**src/rtl/adc_serial_responder.sv**
```systemverilog
// ADC-side responder for the SCLK/CS_n/DIN/DOUT link: captures the controller's
// command word and returns either a host-loaded word or an internal ramp.
module adc_serial_responder #(
  parameter int FRAME_BITS  = 16,
  parameter int SYNC_STAGES = 2,
  parameter int RAMP_STEP   = 1
) (
  input  logic                  clk,
  input  logic                  rst,
  input  logic                  sclk,
  input  logic                  cs_n,
  input  logic                  sdi,
  output logic                  sdo,
  input  logic [FRAME_BITS-1:0] tx_data,
  input  logic                  tx_load,
  input  logic                  ramp_mode,
  output logic [FRAME_BITS-1:0] cmd_word,
  output logic                  cmd_valid,
  output logic                  frame_err,
  output logic [15:0]           frame_count
);

  localparam int CNT_W = $clog2(FRAME_BITS + 1);
  localparam logic [CNT_W-1:0]      FULL_CNT = CNT_W'(FRAME_BITS);
  localparam logic [FRAME_BITS-1:0] STEP     = FRAME_BITS'(RAMP_STEP);

  typedef enum logic [1:0] {
    IDLE,
    SHIFT,
    DONE
  } state_t;

  logic [SYNC_STAGES-1:0] sclk_sync_q, sclk_sync_d;
  logic [SYNC_STAGES-1:0] cs_sync_q, cs_sync_d;
  logic [SYNC_STAGES-1:0] sdi_sync_q, sdi_sync_d;
  logic                   sclk_dly_q, sclk_dly_d;
  logic                   cs_dly_q, cs_dly_d;

  state_t                 state_q, state_d;
  logic [CNT_W-1:0]       bit_cnt_q, bit_cnt_d;
  logic [FRAME_BITS-1:0]  rx_sr_q, rx_sr_d;
  logic [FRAME_BITS-1:0]  tx_sr_q, tx_sr_d;
  logic [FRAME_BITS-1:0]  tx_hold_q, tx_hold_d;
  logic [FRAME_BITS-1:0]  ramp_q, ramp_d;
  logic [FRAME_BITS-1:0]  cmd_word_q, cmd_word_d;
  logic [15:0]            frame_count_q, frame_count_d;
  logic                   sdo_q, sdo_d;
  logic                   cmd_valid_q, cmd_valid_d;
  logic                   frame_err_q, frame_err_d;

  logic                   sclk_s, cs_s, sdi_s;
  logic                   sclk_rise, sclk_fall, cs_rise, cs_fall;
  logic [FRAME_BITS-1:0]  load_word;

  always_comb begin
    sclk_sync_d = {sclk_sync_q[SYNC_STAGES-2:0], sclk};
    cs_sync_d   = {cs_sync_q[SYNC_STAGES-2:0], cs_n};
    sdi_sync_d  = {sdi_sync_q[SYNC_STAGES-2:0], sdi};
    sclk_dly_d  = sclk_sync_q[SYNC_STAGES-1];
    cs_dly_d    = cs_sync_q[SYNC_STAGES-1];
  end

  always_ff @(posedge clk) begin
    if (rst) begin
      sclk_sync_q <= '0;
      cs_sync_q   <= '1;
      sdi_sync_q  <= '0;
      sclk_dly_q  <= 1'b0;
      cs_dly_q    <= 1'b1;
    end else begin
      sclk_sync_q <= sclk_sync_d;
      cs_sync_q   <= cs_sync_d;
      sdi_sync_q  <= sdi_sync_d;
      sclk_dly_q  <= sclk_dly_d;
      cs_dly_q    <= cs_dly_d;
    end
  end

  // sdi is taken from the same stage as sclk so the data bit lines up with its edge
  assign sclk_s    = sclk_sync_q[SYNC_STAGES-1];
  assign cs_s      = cs_sync_q[SYNC_STAGES-1];
  assign sdi_s     = sdi_sync_q[SYNC_STAGES-1];
  assign sclk_rise = sclk_s & ~sclk_dly_q;
  assign sclk_fall = ~sclk_s & sclk_dly_q;
  assign cs_rise   = cs_s & ~cs_dly_q;
  assign cs_fall   = ~cs_s & cs_dly_q;

  // A tx_load coinciding with the cs_n fall is forwarded into the frame being started
  always_comb begin
    tx_hold_d = tx_load ? tx_data : tx_hold_q;
    load_word = ramp_mode ? ramp_q : tx_hold_d;
  end

  always_comb begin
    state_d       = state_q;
    bit_cnt_d     = bit_cnt_q;
    rx_sr_d       = rx_sr_q;
    tx_sr_d       = tx_sr_q;
    sdo_d         = sdo_q;
    cmd_word_d    = cmd_word_q;
    cmd_valid_d   = 1'b0;
    frame_err_d   = 1'b0;
    frame_count_d = frame_count_q;
    ramp_d        = ramp_q;

    case (state_q)
      IDLE: begin
        sdo_d = 1'b0;
        if (cs_fall) begin
          tx_sr_d   = load_word;
          sdo_d     = load_word[FRAME_BITS-1];
          bit_cnt_d = '0;
          rx_sr_d   = '0;
          state_d   = SHIFT;
        end
      end

      // cs_n edges take priority; an sclk edge in the same cycle is dropped
      SHIFT: begin
        if (cs_rise) begin
          sdo_d = 1'b0;
          if (bit_cnt_q == FULL_CNT) begin
            // Results are registered on entry to DONE so cmd_word is valid with cmd_valid
            state_d       = DONE;
            cmd_word_d    = rx_sr_q;
            cmd_valid_d   = 1'b1;
            frame_count_d = frame_count_q + 16'd1;
            ramp_d        = ramp_q + STEP;
          end else begin
            frame_err_d = 1'b1;
            state_d     = IDLE;
          end
        end else if (sclk_rise) begin
          if (bit_cnt_q < FULL_CNT) begin
            rx_sr_d   = {rx_sr_q[FRAME_BITS-2:0], sdi_s};
            bit_cnt_d = bit_cnt_q + 1'b1;
          end
        end else if (sclk_fall) begin
          if (bit_cnt_q < FULL_CNT) begin
            tx_sr_d = tx_sr_q << 1;
            sdo_d   = tx_sr_q[FRAME_BITS-2];
          end else begin
            sdo_d = 1'b0;
          end
        end
      end

      DONE: begin
        sdo_d   = 1'b0;
        state_d = IDLE;
      end

      default: begin
        sdo_d   = 1'b0;
        state_d = IDLE;
      end
    endcase
  end

  always_ff @(posedge clk) begin
    if (rst) begin
      state_q       <= IDLE;
      bit_cnt_q     <= '0;
      rx_sr_q       <= '0;
      tx_sr_q       <= '0;
      tx_hold_q     <= '0;
      ramp_q        <= '0;
      sdo_q         <= 1'b0;
      cmd_word_q    <= '0;
      cmd_valid_q   <= 1'b0;
      frame_err_q   <= 1'b0;
      frame_count_q <= '0;
    end else begin
      state_q       <= state_d;
      bit_cnt_q     <= bit_cnt_d;
      rx_sr_q       <= rx_sr_d;
      tx_sr_q       <= tx_sr_d;
      tx_hold_q     <= tx_hold_d;
      ramp_q        <= ramp_d;
      sdo_q         <= sdo_d;
      cmd_word_q    <= cmd_word_d;
      cmd_valid_q   <= cmd_valid_d;
      frame_err_q   <= frame_err_d;
      frame_count_q <= frame_count_d;
    end
  end

  assign sdo         = sdo_q;
  assign cmd_word    = cmd_word_q;
  assign cmd_valid   = cmd_valid_q;
  assign frame_err   = frame_err_q;
  assign frame_count = frame_count_q;

endmodule

```
**config.mk**
```make
export PLATFORM = sky130hd
export DESIGN_NAME = adc_serial_responder
export DESIGN_NICKNAME = d
export VERILOG_FILES = /design/src/rtl/adc_serial_responder.sv
export SDC_FILE = /design/constraint.sdc
export NUM_CORES = 1
export LEC_CHECK = 0
export CAP_MARGIN = 20
export CORE_UTILIZATION = 50
export CTS_CLUSTER_DIAMETER = 60
export DETAILED_ROUTE_END_ITERATION = 10
export GPL_TIMING_DRIVEN = 0
export HOLD_SLACK_MARGIN = 0.1
export PLACE_DENSITY = 0.73
export SETUP_SLACK_MARGIN = 0.2
export SKIP_CTS_REPAIR_TIMING = 1
export SLEW_MARGIN = 15
export SYNTH_ARGS = -nofsm -noshare
export SYNTH_HDL_FRONTEND = slang
export SYNTH_SLANG_ARGS = --single-unit
export TNS_END_PERCENT = 30
```
**constraint.sdc**
```tcl
create_clock -name clk -period 3 [get_ports clk]
set_input_delay 0.75 -clock clk [delete_from_list [all_inputs] [get_ports clk]]
set_output_delay 0.75 -clock clk [all_outputs]
set_load 0.01 [all_outputs]
```
==> results of run 1 <==
area by class of cell:
class                           count  area [um2]  area share
Multi-Input combinational cell    371        2250       0.375
Clock buffer                       22         463      0.0772
Clock inverter                      9         131      0.0219
Sequential cell                   113        2260       0.377
Timing Repair Buffer               55         551      0.0918
Inverter                           11        41.3     0.00689
Buffer                             34         161      0.0269
Tap cell                          111         139      0.0232
worst min-delay path by stage:
stage / depth (start not counted) / slack (ps) / end / from
after floorplan: 1 / 390 / cs_sync_q[1] / cs_sync_q[0]
after global placement: 1 / 400 / cs_sync_q[1] / cs_sync_q[0]
after detailed placement: 1 / 400 / cs_sync_q[1] / cs_sync_q[0]
after CTS: 1 / 410 / cs_sync_q[1] / cs_sync_q[0]
after global routing: 1 / 440 / cs_sync_q[1] / cs_sync_q[0]
final: 1 / 410 / cs_sync_q[1] / cs_sync_q[0]
routing by layer:
metal  routed length [um]  up-vias  share of wire  track usage
li1                     -     2021              -            -
met1                 5040     1945           0.43        0.287
met2                 5770      103           0.50        0.450
met3                  607       17          0.052       0.0724
met4                  204        0          0.018        0.105
met5                    0        -              0            0
registers in the layout, summed over array words and instances (netlist names):
register / flops
bit_cnt_q: 5
cmd_valid: 1
cmd_word: 16
cs_dly_q: 1
cs_sync_q: 2
frame_count: 16
frame_err: 1
ramp_q: 16
rx_sr_q: 16
sclk_dly_q: 1
sclk_sync_q: 2
sdi_sync_q: 2
sdo: 1
state_q: 2
tx_hold_q: 16
tx_sr_q: 15
power by group through the flow:
| stage | logic [W] | registers (W) | clock network, W |
|---|---|---|---|
| 2_1_floorplan | 0.0000980 | 0.00156 | 0 |
| 3_3_place_gp | 0.000154 | 0.00156 | 0 |
| 3_5_place_dp | 0.000159 | 0.00156 | 0 |
| 4_1_cts | 0.000161 | 0.00153 | 0.00203 |
| 5_1_grt | 0.000174 | 0.00153 | 0.00211 |
| 6_report | 0.000160 | 0.00153 | 0.00201 |
metrics by stage:
| stage | util | worst slack [ps] | instances | instance area (um2) |
|---|---|---|---|---|
| final | 0.652 | 687 | 726 | 6000 |
| after floorplan | - | 943 | 529 | 4710 |
| after CTS | 0.652 | 673 | 726 | 6000 |
| after detailed placement | 0.587 | 602 | 695 | 5400 |
| after global routing | 0.652 | 612 | 726 | 6000 |
| after global placement | 0.587 | 624 | 695 | 5400 |
Yosys cell counts (all sizes together), types with 2 or more instances:
| master | instances |
|---|---|
| o21ai | 28 |
| inv | 11 |
| clkbuf | 21 |
| or4 | 8 |
| a211oi | 2 |
| nand3 | 33 |
| o211ai | 2 |
| a22o | 14 |
| xor2 | 6 |
| nand4 | 8 |
| and2 | 3 |
| nor4 | 3 |
| o2111ai | 2 |
| nor2 | 34 |
| nor2b | 6 |
| dfxtp | 113 |
| o31ai | 9 |
| and3 | 4 |
| or2 | 3 |
| nand2 | 81 |
| buf | 13 |
| mux2i | 18 |
| and4 | 4 |
| or3 | 10 |
| xnor2 | 7 |
| a21oi | 52 |
| nor3 | 4 |
| mux2 | 14 |
| nand4bb | 2 |
| ha | 4 |
logic make-up (layout without fill, tap and decap cells):
| family | Yosys count | after routing | synth area share |
|---|---|---|---|
| AOI/OAI and AO/OA | 113 | 113 | 0.143 |
| xor gates and xnor gates | 13 | 13 | 0.0242 |
| adders and majority gates | 4 | 4 | 0.0106 |
| and+or+nand+nor | 209 | 209 | 0.228 |
| DFF | 113 | 113 | 0.480 |
| buffers and inverters | 45 | 131 | 0.0430 |
| muxes | 32 | 32 | 0.0717 |
==> impl_metrics.csv, run 1 <==
group,metric,value,unit
run_status,status,"finished clean",
cells_and_area,drive_gt1_frac,0.106,
power_and_ir_drop,power.internal,0.00292,W
placed_design,portBuffers,55,
routing,drc_errors,0,
setup_path,crit_family,"buffers and inverters",
die,dieArea,9820,um2
power_and_ir_drop,clkPwrFrac,0.543,
clocking,ctsLongestPathBuffers,2,
grt,grt_pass1_vias,4100,
setup_path,cp-endpoint,"frame_count[7]",
setup_path,ff2ff_setup_slack,890,ps
synth,netlist_instances,529,
clocking,clk_latency,520,ps
setup_path,reg2reg_from,"bit_cnt_q[0]",
cells_and_area,nets,630,
setup_path,critPathMaxFanout,7,
setup_path,start_kind,"register",
synth,yosysWarnings,0,
setup_path,crit_buf_inv,1,
setup_path,cp_data_arrival_time,1560,ps
power_and_ir_drop,power_density,617,nW/um2
cells_and_area,mostFrequentLayoutCell,"dfxtp_1",
clocking,cts.clk_slew.worst_paths,60,ps
die,coreArea,9200,um2
synth,synth_cell_types,47,
grt,track_usage,0.254,
clocking,cts_tree,"yes",
synth,synth_edf_count,0,
routing,vias,4086,
clocking,numCtsBuffers,17,
synth,async_flop_share,0,
timing,finClkSkew,9.23,ps
die,num_rows,35,
power_and_ir_drop,p_sw_frac,0.211,
min_path,hp-class,"register to register",
timing,period_needed,2310,ps
timing,setup_viol,0,
setup_path,path_depth,1,
timing,worst_pin_slew,619,ps
synth,syn_area_per_cell,8.91,um2
timing,rsz0062_at_grt,"false",
timing,final.period_utilization,0.771,
cells_and_area,mostFrequentLayoutCells,"113 x dfxtp_1, 81 x nand2_1, 55 x clkdlybuf4s50_1",
power_and_ir_drop,netSwitchingPower,0.000782,W
cells_and_area,filler_cell_count,742,
placed_design,gp_congestion,0.833,
die,start_util,0.513,
power_and_ir_drop,p_leak,2.17,nW
grt,grt_pass1_wl,19500,um
clocking,clockRootBuffer,"clkbuf_8",
grt,grt_max_degree,17,
synth,seq_area_frac_synth,0.480,
timing,hold_viol_final,0,
setup_path,r2r_end,"ramp_q[10]",
timing,maxSlewHeadroom,0.587,
synth,synth_top_area_frac,0.480,
setup_path,worstRegToRegCells,6,
routing,wirelength,11600,um
power_and_ir_drop,power.total,0.00370,W
clocking,htree_levels,4,
synth,synth_ff_type,"dfxtp_1",
synth,synth-seq-cells,113,
power_and_ir_drop,combinationalPowerShare,0.043,
placed_design,dpl.hpwl,7890,um
timing,hold_slack,409,ps
setup_path,worstSetupPathType,"register to output port",
synth,synth.area.top_cells,"dfxtp_1 48%, nand2_1 6.5%, a21oi_1 5.5%, mux2i_1 3.8%, nand3_1 3.5%",
routing,viasPerCell,5.63,
flow_run,maxCapViolations,0,
routing,ant_nets,0,
routing,firstDrtPassIters,5,
synth,synth_area,4710,um2
power_and_ir_drop,seq_power_share,0.414,
setup_path,path_cells,"clkdlybuf4s50_1",
clocking,cts_sinks,113,
grt,antenna_found_initial,0,
setup_path,slowest_delay,600,ps
die,die_x,99.1,um
routing,wl_per_cell,16.0,um
timing,fmax,0.432,GHz
synth,syn_nets,556,
power_and_ir_drop,vdd_drop_max,0.387,mV
setup_path,required,2250,ps
synth,synth_area_leader_cell,"dfxtp_1",
cells_and_area,syn_to_final_growth,27.2,%
setup_path,slowest_stage,"clkdlybuf4s50_1",
cells_and_area,diodes,0,
timing,tns,0,ps
grt,grt_overflow,0,
timing,slew_viol_final,0,
die,io-pin-count,58,
die,chipHeight,99.1,um
setup_path,end_kind,"output port",
routing,drt_iter0_drc,185,
setup_path,startpoint,"frame_count[7]",
(Power assumes the default switching activity.)
==> inputs of run 2 (changes only) <==
--- a/config.mk
+++ b/config.mk
@@ -11,7 +11,7 @@
 export DETAILED_ROUTE_END_ITERATION = 10
 export GPL_TIMING_DRIVEN = 0
 export HOLD_SLACK_MARGIN = 0.1
-export PLACE_DENSITY = 0.73
+export PLACE_DENSITY = 0.76
 export SETUP_SLACK_MARGIN = 0.2
 export SKIP_CTS_REPAIR_TIMING = 1
 export SLEW_MARGIN = 15
==> constraint.sdc (replaced) <==
create_clock -name clk -period 2.1 [get_ports clk]
set_input_delay 0.525 -clock clk [delete_from_list [all_inputs] [get_ports clk]]
set_output_delay 0.525 -clock clk [all_outputs]
set_load 0.01 [all_outputs]
==> impl_metrics.csv, run 2 (synthesis gave the netlist of run 1 again) <==
group,metric,value,unit
run_status,status,"finished clean",
clocking,cts_sinks,113,
die,die_x,99.1,um
setup_path,end_kind,"output port",
die,start_util,0.513,
setup_path,path_cells,"clkdlybuf4s50_1",
clocking,ctsLongestPathBuffers,2,
timing,slew_viol_final,0,
setup_path,critPathMaxFanout,4,
flow_run,maxCapViolations,0,
power_and_ir_drop,power_density,868,nW/um2
routing,drt_iter0_drc,194,
power_and_ir_drop,vdd_drop_max,0.542,mV
cells_and_area,nets,636,
power_and_ir_drop,p_leak,2.30,nW
die,dieArea,9820,um2
routing,wirelength,12100,um
grt,track_usage,0.254,
clocking,cts_tree,"yes",
setup_path,slowest_delay,580,ps
timing,hold_slack,410,ps
timing,setup_viol,0,
cells_and_area,mostFrequentLayoutCell,"dfxtp_1",
setup_path,crit_buf_inv,1,
clocking,htree_levels,4,
routing,wl_per_cell,16.5,um
setup_path,slowest_stage,"clkdlybuf4s50_1",
timing,maxSlewHeadroom,0.578,
timing,worst_pin_slew,633,ps
placed_design,dpl.hpwl,7990,um
timing,finClkSkew,9.81,ps
grt,grt_overflow,0,
grt,grt_max_degree,17,
placed_design,portBuffers,55,
min_path,hp-class,"register to register",
grt,grt_pass1_wl,19500,um
timing,hold_viol_final,0,
routing,vias,4251,
timing,tns,0,ps
timing,period_needed,2050,ps
cells_and_area,diodes,0,
cells_and_area,mostFrequentLayoutCells,"105 x dfxtp_1, 81 x nand2_1, 52 x a21oi_1, 52 x clkdlybuf4s50_1, 33 x nor2_1",
die,io-pin-count,58,
die,num_rows,35,
routing,drc_errors,0,
grt,antenna_found_initial,0,
cells_and_area,syn_to_final_growth,31.2,%
placed_design,gp_congestion,0.834,
clocking,cts.clk_slew.worst_paths,60,ps
cells_and_area,drive_gt1_frac,0.150,
routing,firstDrtPassIters,5,
die,chipHeight,99.1,um
grt,grt_pass1_vias,4221,
setup_path,required,1570,ps
timing,fmax,0.488,GHz
cells_and_area,utilization,0.673,
routing,ant_nets,0,
setup_path,cp_data_arrival_time,1520,ps
routing,viasPerCell,5.81,
clocking,numCtsBuffers,17,
setup_path,crit_family,"buffers and inverters",
setup_path,worstSetupPathType,"register to output port",
timing,rsz0062_at_grt,"true",
clocking,clk_latency,520,ps
die,coreArea,9200,um2
timing,final.period_utilization,0.976,
clocking,clockRootBuffer,"clkbuf_8",
setup_path,start_kind,"register",
[run 2: cell types whose count changed in the layout (fill, tap and decap cells not counted), moves of 3 or more]
cell | before | now
buf_4 | 2 | 6
clkbuf_1 | 23 | 18
clkbuf_2 | 0 | 3
clkbuf_8 | 4 | 1
clkdlybuf4s50_1 | 55 | 52
dfxtp_1 | 113 | 105
dfxtp_2 | 0 | 8
dlymetal6s2s_1 | 0 | 3
[run 2: path summary, 6_finish.rpt]
kind	slack [ps]	depth (start not counted)	startpoint	end
worst max-delay path	50	1	frame_count[3]	frame_count[3]
worst min-delay path	410	1	cs_sync_q[0]	cs_sync_q[1]
worst max register to register	220	7	bit_cnt_q[0]	ramp_q[12]
worst min register to register	410	1	cs_sync_q[0]	cs_sync_q[1]
[run 2: final cells by class]
cell class                      instances  area, um2
Buffer                                 34        175
Clock buffer                           18        418
Clock inverter                         13        186
Fill cell                             717       3010
Inverter                               11       41.3
Multi-Input combinational cell        371       2350
Sequential cell                       113       2270
Tap cell                              111        139
Timing Repair Buffer                   61        607
[run 2: power by group]
group	internal, W	switching (W)
registers	0.00218	0.0000113
logic	0.000102	0.000131
clock network	0.00192	0.00103
total	0.00420	0.00117
[run 2: per-stage QoR]
step	total power (W)	cells	area, um2	worst slack (ps)
6_report	0.00537	732	6180	50.5
5_1_grt	0.00550	732	6180	31.9
4_1_cts	0.00538	726	6010	-5.87
3_5_place_dp	0.00246	695	5400	-97.4
3_3_place_gp	0.00245	695	5400	-43.6
2_1_floorplan	0.00237	529	4710	268
[run 2: per-layer routing]
| layer | wire length, um | vias up | global-route usage |
|---|---|---|---|
| li1 | - | 2036 | - |
| met1 | 4900 | 2029 | 0.284 |
| met2 | 6100 | 157 | 0.448 |
| met3 | 778 | 29 | 0.0597 |
| met4 | 335 | 0 | 0.139 |
| met5 | 0 | - | 0 |
